[config.mk]
export PLATFORM = sky130hd
export DESIGN_NAME = mean_level_monitor
export DESIGN_NICKNAME = d
export VERILOG_FILES = /design/src/rtl/mean_level_monitor.sv
export SDC_FILE = /design/constraint.sdc
export NUM_CORES = 1
export LEC_CHECK = 0
export CAP_MARGIN = 40
export CORE_AREA = 5 5 60 62
export DETAILED_ROUTE_END_ITERATION = 8
export DIE_AREA = 0 0 65 67
export PLACE_DENSITY_LB_ADDON = 0.15
export SYNTH_ARGS = -nofsm -noshare
export SYNTH_HDL_FRONTEND = slang
export SYNTH_SLANG_ARGS = --single-unit
export TNS_END_PERCENT = 100
[constraint.sdc]
create_clock -name clk -period 1.6 [get_ports clk]
set_input_delay 0.32 -clock clk [delete_from_list [all_inputs] [get_ports clk]]
set_output_delay 0.32 -clock clk [all_outputs]
set_load 0.005 [all_outputs]
[src/rtl/mean_level_monitor.sv]
// ============================================================================
// Module   : mean_level_monitor
// Brief    : Hysteresis/debounce level alarm on a stream of mean samples, with
//            rise/fall pulses and a saturating alarm-episode counter.
//            Optional peak tracking enabled by LEVEL_MONITOR_PEAK_EN.
// Revision : 1.0 - initial release
// ============================================================================
`default_nettype none

module mean_level_monitor #(
  parameter int WIDTH     = 8,
  parameter int DEBOUNCE  = 3,
  parameter int CNT_WIDTH = 8
) (
  input  logic                 clk,
  input  logic                 arst_n,
  input  logic                 mean_valid,
  input  logic [WIDTH-1:0]     mean_in,
  input  logic [WIDTH-1:0]     thr_hi,
  input  logic [WIDTH-1:0]     thr_lo,
  input  logic                 clear,
  output logic                 alarm,
  output logic                 alarm_rise,
  output logic                 alarm_fall,
  output logic [CNT_WIDTH-1:0] event_count
`ifdef LEVEL_MONITOR_PEAK_EN
  ,output logic [WIDTH-1:0]    peak_out
`endif
);

  localparam int            CW    = $clog2(DEBOUNCE + 1);
  localparam logic [CW-1:0] DEB_C = CW'(DEBOUNCE);
  localparam logic [CW-1:0] ONE_C = CW'(1);

  typedef enum logic [1:0] {
    S_NORMAL  = 2'd0,
    S_PEND_HI = 2'd1,
    S_ALARM   = 2'd2,
    S_PEND_LO = 2'd3
  } state_t;

  state_t               state_q, state_d;
  logic [CW-1:0]        cnt_q, cnt_d;
  logic                 alarm_q, alarm_d;
  logic                 rise_q, rise_d;
  logic                 fall_q, fall_d;
  logic [CNT_WIDTH-1:0] count_q, count_d;

  logic          above, below;
  logic [CW-1:0] cnt_inc;

  assign above   = mean_in > thr_hi;
  assign below   = mean_in < thr_lo;
  assign cnt_inc = cnt_q + ONE_C;

  always_comb begin
    state_d = state_q;
    cnt_d   = cnt_q;
    rise_d  = 1'b0;
    fall_d  = 1'b0;
    count_d = count_q;
    if (clear) begin
      state_d = S_NORMAL;
      cnt_d   = '0;
      count_d = '0;
    end else if (mean_valid) begin
      case (state_q)
        S_NORMAL: if (above) begin
          if (DEBOUNCE == 1) begin
            state_d = S_ALARM;
            rise_d  = 1'b1;
          end else begin
            state_d = S_PEND_HI;
            cnt_d   = ONE_C;
          end
        end
        S_PEND_HI: begin
          if (!above) begin
            state_d = S_NORMAL;
            cnt_d   = '0;
          end else if (cnt_inc == DEB_C) begin
            state_d = S_ALARM;
            cnt_d   = '0;
            rise_d  = 1'b1;
          end else begin
            cnt_d = cnt_inc;
          end
        end
        S_ALARM: if (below) begin
          if (DEBOUNCE == 1) begin
            state_d = S_NORMAL;
            fall_d  = 1'b1;
          end else begin
            state_d = S_PEND_LO;
            cnt_d   = ONE_C;
          end
        end
        S_PEND_LO: begin
          if (!below) begin
            state_d = S_ALARM;
            cnt_d   = '0;
          end else if (cnt_inc == DEB_C) begin
            state_d = S_NORMAL;
            cnt_d   = '0;
            fall_d  = 1'b1;
          end else begin
            cnt_d = cnt_inc;
          end
        end
        default: begin
          state_d = S_NORMAL;
          cnt_d   = '0;
        end
      endcase
      // Saturate instead of wrapping so a stuck-high count stays visible.
      if (rise_d && (count_q != {CNT_WIDTH{1'b1}})) begin
        count_d = count_q + 1'b1;
      end
    end
    alarm_d = (state_d == S_ALARM) || (state_d == S_PEND_LO);
  end

  always_ff @(posedge clk or negedge arst_n) begin
    if (!arst_n) begin
      state_q <= S_NORMAL;
      cnt_q   <= '0;
      alarm_q <= 1'b0;
      rise_q  <= 1'b0;
      fall_q  <= 1'b0;
      count_q <= '0;
    end else begin
      state_q <= state_d;
      cnt_q   <= cnt_d;
      alarm_q <= alarm_d;
      rise_q  <= rise_d;
      fall_q  <= fall_d;
      count_q <= count_d;
    end
  end

  assign alarm       = alarm_q;
  assign alarm_rise  = rise_q;
  assign alarm_fall  = fall_q;
  assign event_count = count_q;

`ifdef LEVEL_MONITOR_PEAK_EN
  // run_q tracks the max of the pending entry run; peak_q only changes on
  // entry or while alarmed, so it holds its last value after exit.
  logic [WIDTH-1:0] peak_q, peak_d;
  logic [WIDTH-1:0] run_q, run_d;
  logic [WIDTH-1:0] run_max;

  assign run_max = (mean_in > run_q) ? mean_in : run_q;

  always_comb begin
    peak_d = peak_q;
    run_d  = run_q;
    if (clear) begin
      peak_d = '0;
      run_d  = '0;
    end else if (mean_valid) begin
      case (state_q)
        S_NORMAL:  if (above) run_d = mean_in;
        S_PEND_HI: if (above) run_d = run_max;
        default:   if (mean_in > peak_q) peak_d = mean_in;
      endcase
      if (rise_d) begin
        peak_d = (state_q == S_NORMAL) ? mean_in : run_max;
      end
    end
  end

  always_ff @(posedge clk or negedge arst_n) begin
    if (!arst_n) begin
      peak_q <= '0;
      run_q  <= '0;
    end else begin
      peak_q <= peak_d;
      run_q  <= run_d;
    end
  end

  assign peak_out = peak_q;
`endif

endmodule

`default_nettype wire

Yosys cells after proc, flatten, opt, wreduce, memory -nomap -nowiden
Index checks and enable logic that the tools add are counted.
{"block": "word_totals", "regBits": 15, "output_inout_bits": 11, "elab_cells": 57}
{"block": "classes", "addsub": 2, "order_cmp": 2, "n_eq_ne": 9, "n_mux": 31, "n_reduce_logical": 7}
{"op": "two-way mux 2 bit", "count": 15}
{"op": "two-way mux 8 bit", "count": 3}
{"op": "case mux 2 bit (4 select lines)", "count": 2}
{"op": "two-way mux 1 bit", "count": 11}
{"op": "equality test 2 bit, second input constant", "count": 5}
{"op": "adder 8 x 1 -> 8 bit, second input constant", "count": 1}
{"op": "greater-than comparator 8 bit", "count": 1}
{"op": "less-than comparator 8 bit", "count": 1}
{"op": "!= test 8 bit, second input constant", "count": 1}
{"op": "!= test 3 bit, second input constant", "count": 2}
{"op": "nonzero test 2 bit", "count": 2}
{"op": "AND reduction 3 bit", "count": 1}
{"op": "adder 2 x 1 -> 2 bit, second input constant", "count": 1}
{"op": "equality test 2 x 1 -> 1 bit, second input constant", "count": 1}
{"op": "zero test 2 bit", "count": 1}
{"op": "AND reduction 2 bit", "count": 1}
{"op": "logical AND 1 bit", "count": 1}
{"op": "logical OR 1 bit", "count": 1}

Depth between registers and ports, before layout
Gate-level depths: netlist of the first run.
{"block": "depth", "ltp_word": 11, "ltp_mapped": 9, "depth_no_buf": 8}

Worst setup path before layout of the first run
No wires, ideal clock.
{"block": "synth_timing", "path_kind": "input to register", "startpoint": "in thr_lo[2]", "endpoint": "reg cnt_q[1]", "arrival_ps": 2097, "setup_slack_ps": -579, "stages": 8, "path_cell_list": "inv_1 > ha_1 > or3_2 > a21oi_1 > o31ai_2 > a2bb2oi_2 > or4b_1 > a31oi_1"}
{"block": "synth_between", "elab_chain_cells": 5, "word_cells_on_any_way": 7, "classes_between": "order compare (1); eq/ne (1); mux (4); reduce/logical (1)"}
{"item": "from (decl)", "line_no": "20", "rtl": "input logic [WIDTH-1:0] thr_lo,"}
{"item": "less-than comparator 8 bit *", "line_no": "53", "rtl": "assign below = mean_in < thr_lo;"}
{"item": "two-way mux 2 bit", "line_no": "99", "rtl": "if (!below) begin"}
{"item": "case mux 2 bit (4 select lines)", "line_no": "67", "rtl": "case (state_q)"}
{"item": "two-way mux 2 bit", "line_no": "66", "rtl": "end else if (mean_valid) begin"}
{"item": "two-way mux 2 bit", "line_no": "62", "rtl": "if (clear) begin"}
{"item": "to (signal assigned)", "line_no": "133", "rtl": "cnt_q <= cnt_d;"}
{"item": "to (decl)", "line_no": "43", "rtl": "logic [CW-1:0] cnt_q, cnt_d;"}
Mark *: on every way between the ends. The rest lies on a longest branch, timed or not. The select of a mux whose other input is x is not followed.
A chain may end at the register's enable or synchronous reset.

Worst setup path in the final report of the first run
{"block": "layout_timing", "startpoint": "in mean_in[3]", "endpoint": "reg cnt_q[1]"}
{"block": "layout_between", "elab_chain_cells": 5, "word_cells_on_any_way": 10, "classes_between": "order compare (2); eq/ne (2); mux (5); reduce/logical (1)"}
{"item": "from (decl)", "line_no": "18", "rtl": "input logic [WIDTH-1:0] mean_in,"}
{"item": "less-than comparator 8 bit / greater-than comparator 8 bit (equally long branches)", "line_no": "53, 52"}
{"item": "two-way mux 2 bit, on equally long branches", "line_no": "99, 78"}
{"item": "case mux 2 bit (4 select lines)", "line_no": "67"}
{"item": "two-way mux 2 bit", "line_no": "66"}
{"item": "two-way mux 2 bit", "line_no": "62"}
Parallel ways exist; a longest one is shown, timed or not. The select of a mux whose other input is x is not followed.

==> summary.md, run 1 <==
| Metric | Value |
|---|---|
| Status | `finished with violations` |
| Failing checks | `setup timing` |
| WL per Instance | `14.74 µm` |
| Count leader, synth | `inv_1` |
| Synth area leader | `dfrtp_1` |
| Final setup margin | `-313.1 ps` |
| Core Region | `2978 µm²` |
| Power Dens Cells | `432.0 nW/µm²` |
| Async set-or-reset flop fraction in the synthesized netlist | `100.0%` |
| # setup viols final | `14` |
| Synthesized Nets | `173` |
| Num rows | `20` |
| Pre-CTS WS | `-1181 ps` |
| Critical-path maximum fanout | `3` |
| Most used DFF post-synth | `dfrtp_1` |
| Drt via density | `5.298` |
| Max Slew Vio Count | `0` |
| Ys Warns | `0` |
| Nets@finish | `250` |
| Antenna cell count | `0` |
| Final instance area | `2245 µm²` |
| Worst Path Required | `1820 ps` |
| Clock Root Buffer | `clkbuf_4` |
| Clk pin slew, worst setup/hold paths | `100 ps` |
| Critical Path Source Type | `input pin` |
| VDD IR max | `401.7 µV` |
| Placer Congestion | `0.7893` |
| Worst slew pin tran | `293.4 ps` |
| Worst-Skew Late Latency | `300 ps` |
| P&R area growth vs syn | `92.08%` |
| Total GRT Usage | `18.33%` |
| Netlist cell types | `44` |
| Total negative slack | `-2407 ps` |
| WP data arrival | `2140 ps` |
| DR DRC count | `0` |
| DR pass1 iterations | `4` |
| Fillers | `196` |
| Die height | `67 µm` |
| Final setup skew | `14.38 ps` |
| Max frequency | `522.7 MHz` |
| # Max-Cap Violations | `0` |
| HPWL Detailed | `2640 µm` |
| Largest net degree at the start of global routing | `16` |
| Register area | `376.6 µm²` |
| CP Class | `in -> reg` |
| Post-Syn Area | `1169 µm²` |
| CTS Buf Count | `3` |
| Post-synth top area share | `32.12%` |
| Placed instance area | `1867 µm²` |
| Grt ovf | `0` |
| CTS tree | `done` |
| Post-synth EDFFs | `0` |
| Post-Route WL | `3508 µm` |
| #FFs+latches synth | `15` |
| Ports | `39` |
| Leakage | `1.020 nW` |
| Layout cells sized above 1 | `56.59%` |
| Commonest cells in the netlist | `inv_1 (18), ha_1 (16), dfrtp_1 (15)` |
| H-tree levels | `1` |
| Global-route wire length before repair | `6223 µm` |
| Synth Instances | `129` |
| Input/output buffers | `38` |
| Final Hold Viols | `0` |
| Initial antenna violation count | `0` |
| Seq/Total Area, Yosys | `32.12%` |
| Vias | `1261` |
| Post-Route Utilization | `75.38%` |
| Clk sinks | `15` |
| Worst setup EP type | `flop` |
| Die Area | `4355 µm²` |
| Starting DRC count in detailed routing | `13` |
| Vias in the first global route | `1417` |
| Hold buffers post-CTS | `0` |
| Multi-input gate area | `1057 µm²` |
| RSZ-0062 raised after global routing | `yes` |
| Power Total | `0.9697 mW` |
| Die Wd | `65 µm` |
| Avg Inst Size Synth | `9.059 µm²` |
| Final Cycle Share | `119.6%` |
| Routed Antenna Nets | `0` |
| Synth area leaders | `dfrtp_1 (32%), ha_1 (17%), inv_1 (5.8%)` |
| Slew Limit Headroom | `80.36%` |
| Worst Hold Class | `in -> async` |
| Clk buf depth | `2` |
| Initial core utilization | `39.24%` |
| Final Critical Period | `1913 ps` |
-- worst max-delay path: stages --
cell and delay (ps):
buf_8 100, ha_4 160, or4_4 540, a21oi_4 160, o31ai_4 80, a2bb2oi_2 140
or4b_1 490, a31oi_1 140
-- where the power goes --
group	leakage, nW	internal, mW	switching, mW
Clock	0.0177	0.0931	0.125
Sequential	0.207	0.383	0.00309
Combinational	0.795	0.207	0.158
Total	1.02	0.683	0.286
-- metal layers --
| metal | GRT usage (%) | share of wire [%] | up-vias | wire [µm] |
|---|---|---|---|---|
| met3 | 4.890 | 5.2 | 5 | 183 |
| met2 | 35.89 | 54 | 28 | 1906 |
| met5 | 0 | 0 | - | 0 |
| li1 | - | - | 621 | - |
| met1 | 19.26 | 40 | 607 | 1390 |
| met4 | 4.222 | 0.80 | 0 | 28 |
-- flip-flops by register name, summed over array words and instances (netlist names) --
| name | cells |
|---|---|
| event_count | 8 |
| cnt_q | 2 |
| state_q | 2 |
| alarm | 1 |
| alarm_fall | 1 |
| alarm_rise | 1 |
-- layout make-up --
| type | instances | share of cell area, % |
|---|---|---|
| sequential | 15 | 16.78 |
| timing repair buffer | 75 | 29.15 |
| clock buffer | 3 | 1.003 |
| clock inverter | 1 | 0.2230 |
| multi-input combinational | 93 | 47.10 |
| tap | 33 | 1.839 |
| inverter | 18 | 3.902 |
-- logic make-up (layout without fill, tap and decap cells) --
family	after synthesis	in the layout	share of synthesized area, %
mux	2	2	1.820
flops	15	15	32.12
simple gates	43	43	23.02
compound gates	32	32	18.63
buf+inv	21	97	7.280
fa+ha+maj	16	16	17.13
-- layout by cell type, fill, tap and decap left out, types with 2 or more instances in the layout --
| cell | synthesis | layout |
|---|---|---|
| a21oi_2 | 1 | 8 |
| dlymetal6s2s_1 | 0 | 4 |
| or3_4 | 0 | 2 |
| or4_4 | 1 | 3 |
| dfrtp_1 | 15 | 14 |
| buf_8 | 0 | 2 |
| inv_1 | 18 | 8 |
| nor2b_1 | 2 | 2 |
| a21oi_4 | 0 | 2 |
| and3_1 | 2 | 2 |
| buf_2 | 0 | 10 |
| clkbuf_4 | 0 | 3 |
| inv_2 | 0 | 6 |
| o21ai_0 | 4 | 3 |
| clkdlybuf4s50_1 | 0 | 11 |
| buf_4 | 0 | 28 |
| a21oi_1 | 12 | 3 |
| nand3_1 | 4 | 2 |
| ha_1 | 16 | 4 |
| buf_6 | 0 | 14 |
| nand2b_1 | 3 | 3 |
| nor2_1 | 5 | 4 |
| dlygate4sd2_1 | 0 | 3 |
| nand3b_1 | 2 | 2 |
| clkbuf_2 | 1 | 2 |
| inv_4 | 0 | 3 |
| nand2_1 | 7 | 7 |
| ha_4 | 0 | 12 |
| o31ai_1 | 3 | 3 |
-- through the flow --
stage / hold slack [ps] / cells
floorplan: 24.41 / 129
global placement: 564.4 / 228
detailed placement: 576.5 / 228
CTS: 340.6 / 237
global route: 335.3 / 238
finish: 329.1 / 238
-- path summary, 6_finish.rpt --
kind	start	endpoint	slack, ps	depth (start not counted)
setup / recovery	mean_in[3]	cnt_q[1]	-310	8
hold / removal	arst_n	cnt_q[1]	330	2
setup reg to reg	cnt_q[0]	event_count[7]	-160	6
hold reg to reg	event_count[1]	event_count[1]	600	2
max in group asynchronous	arst_n	event_count[7]	1070	2
min in group clk	event_count[1]	event_count[1]	600	2
-- what timing repair did --
action | 4_1_cts | 5_1_grt
setup endpoints to repair | 16 | 20
gates resized for setup | 127 | 27
buffers inserted | 5 | 2
cloned | 0 | 0
pin swaps | 36 | 10
Power figures use the tool's default switching activity.
==> run 2: changes to the inputs <==
--- a/config.mk
+++ b/config.mk
@@ -9,6 +9,7 @@
 export CORE_AREA = 5 5 60 62
 export DETAILED_ROUTE_END_ITERATION = 8
 export DIE_AREA = 0 0 65 67
+export MAX_ROUTING_LAYER = met4
 export PLACE_DENSITY_LB_ADDON = 0.15
 export SYNTH_ARGS = -nofsm -noshare
 export SYNTH_HDL_FRONTEND = slang
==> constraint.sdc (replaced) <==
create_clock -name clk -period 1.6 [get_ports clk]
set_input_delay 0.32 -clock clk [delete_from_list [all_inputs] [get_ports clk]]
set_output_delay 0.32 -clock clk [all_outputs]
set_load 0.02 [all_outputs]
==> summary.md, run 2 (same netlist as run 1, synthesis figures left out) <==
| Metric | Value |
|---|---|
| Worst slew pin tran | `277.6 ps` |
| Vias | `1242` |
| Final instance area | `2240 µm²` |
| Num rows | `20` |
| Failing checks | `setup timing` |
| Placed instance area | `1867 µm²` |
| Largest net degree at the start of global routing | `16` |
| Layout cells sized above 1 | `57.84%` |
| WL per Instance | `14.36 µm` |
| Largest register FFs | `8` |
| Layout Cells excl Fill | `237` |
| Starting DRC count in detailed routing | `21` |
| # setup viols final | `11` |
| Critical Path Source Type | `input pin` |
| Nets@finish | `249` |
| VDD IR max | `451.2 µV` |
| WP data arrival | `2090 ps` |
| Vias in the first global route | `1377` |
| Final setup skew | `5.339 ps` |
| Leakage | `0.9820 nW` |
| Worst-Skew Late Latency | `280 ps` |
| WHS | `340.9 ps` |
| Global-route wire length before repair | `5947 µm` |
| Antenna cell count | `0` |
| Most frequent cells in the layout | `buf_4 (27), buf_6 (18), dfrtp_1 (15)` |
| Clk pin slew, worst setup/hold paths | `100 ps` |
| Placer Congestion | `0.7847` |
| Clk sinks | `15` |
| Worst Path Required | `1800 ps` |
| Final Hold Viols | `0` |
| Die height | `67 µm` |
| Clock Root Buffer | `clkbuf_4` |
| Total GRT Usage | `17.79%` |
| Slew Limit Headroom | `81.41%` |
| CTS Buf Count | `3` |
| Post-Route Utilization | `75.21%` |
| Drt via density | `5.241` |
| CTS tree | `done` |
| Worst Hold Class | `in -> async` |
| Final Critical Period | `1887 ps` |
| DR DRC count | `0` |
| Post-Route WL | `3404 µm` |
| Ports | `39` |
| Power Total | `0.9703 mW` |
| Initial core utilization | `39.24%` |
| Max Slew Vio Count | `0` |
| Routed Antenna Nets | `0` |
| Die Area | `4355 µm²` |
| Worst setup EP type | `flop` |
| Final setup margin | `-287.2 ps` |
| Post-Place Cells | `228` |
| H-tree levels | `1` |
| RSZ-0062 raised after global routing | `yes` |
| P&R area growth vs syn | `91.65%` |
| Input/output buffers | `38` |
| CP Class | `in -> reg` |
| Clk buf depth | `2` |
| Max frequency | `529.9 MHz` |
| Status | `finished with violations` |
| DR pass1 iterations | `4` |
| Power Dens Cells | `433.2 nW/µm²` |
| Final Cycle Share | `117.9%` |
| Core Region | `2978 µm²` |
| Critical-path maximum fanout | `2` |
| HPWL Detailed | `2548 µm` |
| Commonest non-fill, non-tap cell in the layout | `buf_4` |
| # Max-Cap Violations | `0` |
| Die Wd | `65 µm` |
| Initial antenna violation count | `0` |
| Grt ovf | `0` |
-- run 2: cell types whose count changed in the layout (fill, tap and decap cells not counted), moves of 2 or more --
| cell | delta |
|---|---|
| dlygate4sd2_1 | +8 |
| clkdlybuf4s50_1 | -4 |
| dlymetal6s2s_1 | -4 |
| o21ai_0 | -2 |
| buf_6 | +4 |
| o21ai_1 | +2 |
| ha_1 | -2 |
| inv_2 | +2 |
-- run 2: report_power, final --
part / internal (mW) / switching, mW / leakage (nW) / total [mW]
combinational: 0.207 / 0.156 / 0.755 / 0.363
clock: 0.0927 / 0.129 / 0.0177 / 0.221
sequential: 0.383 / 0.00298 / 0.209 / 0.386
-- run 2: per-stage QoR --
step	TNS, ps	setup WS, ps
detailed placement	-13790	-1205
global route	-2572	-315.9
floorplan	-3468	-421.1
global placement	-13150	-1122
finish	-1807	-287.2
CTS	-2186	-359.4
-- run 2: area by class of cell --
cell class | instances | area [µm²]
tap | 33 | 41.29
fill | 202 | 738.2
sequential | 15 | 375.4
timing repair buffer | 74 | 636.9
inverter | 18 | 85.08
clock buffer | 3 | 22.52
multi-input combinational | 93 | 1074
clock inverter | 1 | 5.005
-- run 2: worst paths after layout --
path	start	to	slack [ps]	cells after the start
worst max-delay path	mean_in[3]	cnt_q[1]	-290	8
worst min-delay path	arst_n	event_count[6]	340	2
worst max register to register	cnt_q[0]	event_count[5]	-200	6
worst min register to register	event_count[1]	event_count[1]	610	2
max in group asynchronous	arst_n	alarm_fall	1080	2
min in group clk	event_count[1]	event_count[1]	610	2
-- run 2: routing by layer --
layer  wire length (µm)  global-route usage, %  vias up
met2               1810                  33.59       33
met3                129                  3.373        6
met5                  0                      -        -
met1               1439                  19.44      579
met4                 25                  3.430        0
li1                   -                      -      624
-- run 2: critical path: stages --
cell and delay, ps:
buf_8 100, ha_4 150, or4_4 540, a21oi_4 160, o31ai_4 70, a2bb2oi_2 140
or4b_1 450, a31oi_1 150
-- run 2: timing repair --
item                                    4_1_cts  5_1_grt
pin swaps                                    39       15
gates resized for setup                     140       28
gates cloned                                  1        0
hold buffers                                  0        0
setup buffers                                 5        3
endpoints found under the setup margin       23       14
==> run 3: changes to the inputs <==
--- a/config.mk
+++ b/config.mk
@@ -5,10 +5,12 @@
 export SDC_FILE = /design/constraint.sdc
 export NUM_CORES = 1
 export LEC_CHECK = 0
+export ABC_CLOCK_PERIOD_IN_PS = 1600
 export CAP_MARGIN = 40
-export CORE_AREA = 5 5 60 62
+export CORE_AREA = 5 5 52 54
 export DETAILED_ROUTE_END_ITERATION = 8
-export DIE_AREA = 0 0 65 67
+export DIE_AREA = 0 0 57 59
+export DONT_BUFFER_PORTS = 1
 export MAX_ROUTING_LAYER = met4
 export PLACE_DENSITY_LB_ADDON = 0.15
 export SYNTH_ARGS = -nofsm -noshare
==> summary.md, run 3 (same netlist as run 1, synthesis figures left out) <==
| Metric | Value |
|---|---|
| Status | `finished with violations` |
| Failing checks | `setup timing` |
| WP data arrival | `2060 ps` |
| Die Area | `3363 µm²` |
| Post-Route WL | `4348 µm` |
| Final setup margin | `-229.3 ps` |
| Final Critical Period | `1829 ps` |
| CTS Buf Count | `3` |
| Vias in the first global route | `1135` |
| Final Cycle Share | `114.3%` |
| Die height | `59 µm` |
| Worst slew pin tran | `735.9 ps` |
| Num rows | `17` |
| Min-delay src | `clear` |
| Critical-path maximum fanout | `2` |
| Gr busiest metal | `met2` |
| Clk sinks | `15` |
| WL per Instance | `22.07 µm` |
| DR pass1 iterations | `4` |
| Final Hold Viols | `0` |
| Ports | `39` |
| Clock Root Buffer | `clkbuf_4` |
| Total GRT Usage | `20.68%` |
| WHS | `55.41 ps` |
| Commonest non-fill, non-tap cell in the layout | `buf_4` |
| CTS tree | `done` |
| Routed Antenna Nets | `0` |
| Slew Limit Headroom | `50.77%` |
| Vias | `1277` |
| Most frequent cells in the layout | `buf_4 (33), dfrtp_1 (15), ha_4 (11)` |
| Worst setup EP type | `flop` |
| HPWL Detailed | `2165 µm` |
| Worst Hold Class | `in -> reg` |
| Critical Path Source Type | `input pin` |
| Drt via density | `6.482` |
| Post-Route Utilization | `85.41%` |
| Final setup skew | `6.720 ps` |
| Min-Delay Endpoint | `event_count[3]` |
| VDD IR max | `610.2 µV` |
| GR Util met2 | `36.70%` |
| Total negative slack | `-829.7 ps` |
| Leakage | `0.7721 nW` |
| Global-route wire length before repair | `5154 µm` |
| Worst R2R End | `event_count[5]` |
| Grt met3 use | `6.100%` |
| Power Total | `0.8960 mW` |
| Grt ovf | `0` |
| Global Route met1 Usage | `23.27%` |
| Worst Hold Depth | `1` |
| Clk pin slew, worst setup/hold paths | `110 ps` |
| Worst-Skew Late Latency | `310 ps` |
| Max Slew Vio Count | `0` |
| Initial antenna violation count | `0` |
| Antenna cell count | `0` |
| Initial core utilization | `53.86%` |
| Fillers | `105` |
| DR DRC count | `0` |
| # setup viols final | `10` |
| Starting DRC count in detailed routing | `71` |
| Input/output buffers | `0` |
| Largest net degree at the start of global routing | `18` |
| H-tree levels | `1` |
| Power Dens Cells | `483.5 nW/µm²` |
| RSZ-0062 raised after global routing | `yes` |
| R2R Setup Slk | `-220 ps` |
| Reg2Reg Depth | `7` |
| Worst Path Required | `1830 ps` |
| Core Region | `2170 µm²` |
| FF-to-FF Start | `event_count[4]` |
| Largest register FFs | `8` |
| Nets@finish | `214` |
| Final instance area | `1853 µm²` |
| Die Wd | `57 µm` |
| Placer Congestion | `0.7329` |
| # Max-Cap Violations | `0` |
| CP Class | `in -> reg` |
| P&R area growth vs syn | `58.57%` |
| Post-Place Cells | `180` |
| Layout cells sized above 1 | `55.03%` |
| Placed instance area | `1443 µm²` |
| Max frequency | `546.6 MHz` |
| Clk buf depth | `2` |
| Layout Cells excl Fill | `197` |
| Pre-CTS WS | `-664.1 ps` |
==> run 3: cell types whose count changed in the layout (fill, tap and decap cells not counted), sizes merged <==
| cell | previous run | this run |
|---|---|---|
| buf | 55 | 37 |
| clkbuf | 4 | 3 |
| clkdlybuf4s50 | 7 | 0 |
| dlygate4sd2 | 11 | 0 |
| dlygate4sd3 | 0 | 1 |
| nand3 | 4 | 5 |
==> run 3: what timing repair did <==
item / in CTS / in global routing
hold buffers: 1 / 0
buffers inserted: 4 / 7
pin swaps: 23 / 8
endpoints found under the setup margin: 10 / 12
resized for setup: 34 / 17
cloned: 1 / 0
endpoints found under the hold margin: 15 / 0
==> run 3: worst max path at each step <==
stage / endpoint / depth (start not counted) / slack (ps) / startpoint
after floorplan: cnt_q[1] / 8 / -420 / thr_lo[1]
after global placement: event_count[7] / 8 / -560 / thr_hi[3]
after detailed placement: event_count[4] / 8 / -660 / thr_hi[3]
after CTS: cnt_q[1] / 8 / -200 / thr_lo[1]
after global routing: event_count[5] / 7 / -300 / event_count[4]
final: cnt_q[1] / 8 / -230 / thr_lo[4]
==> run 3: power breakdown <==
| part | internal (mW) | leakage [nW] | switching (mW) | total (mW) |
|---|---|---|---|---|
| logic | 0.144 | 0.546 | 0.124 | 0.268 |
| registers | 0.383 | 0.209 | 0.00255 | 0.386 |
| clock network | 0.0935 | 0.0177 | 0.149 | 0.243 |
| total | 0.620 | 0.772 | 0.276 | 0.896 |
==> run 3: layout make-up <==
type | instances | area [µm²] | area share, %
clock inverters | 1 | 5.005 | 0.2701
inverters | 18 | 95.09 | 5.132
clock buffers | 3 | 22.52 | 1.215
multi-input cells | 94 | 1017 | 54.90
repair buffers | 38 | 302.8 | 16.34
flip-flops and latches | 15 | 375.4 | 20.26
well taps | 28 | 35.03 | 1.891
==> run 3: routing by layer <==
layer / up-vias / wire length, µm
met1: 596 / 1529
met3: 36 / 376
li1: 550 / -
met2: 95 / 2094
met5: - / 0
met4: 0 / 348
==> run 3: critical path, cell delays in order <==
cell       delay (ps)
inv_4              20
ha_4              160
or4_4             520
a21oi_4           150
o31ai_2           100
a2bb2oi_2         180
or4b_1            470
a31oi_1           140
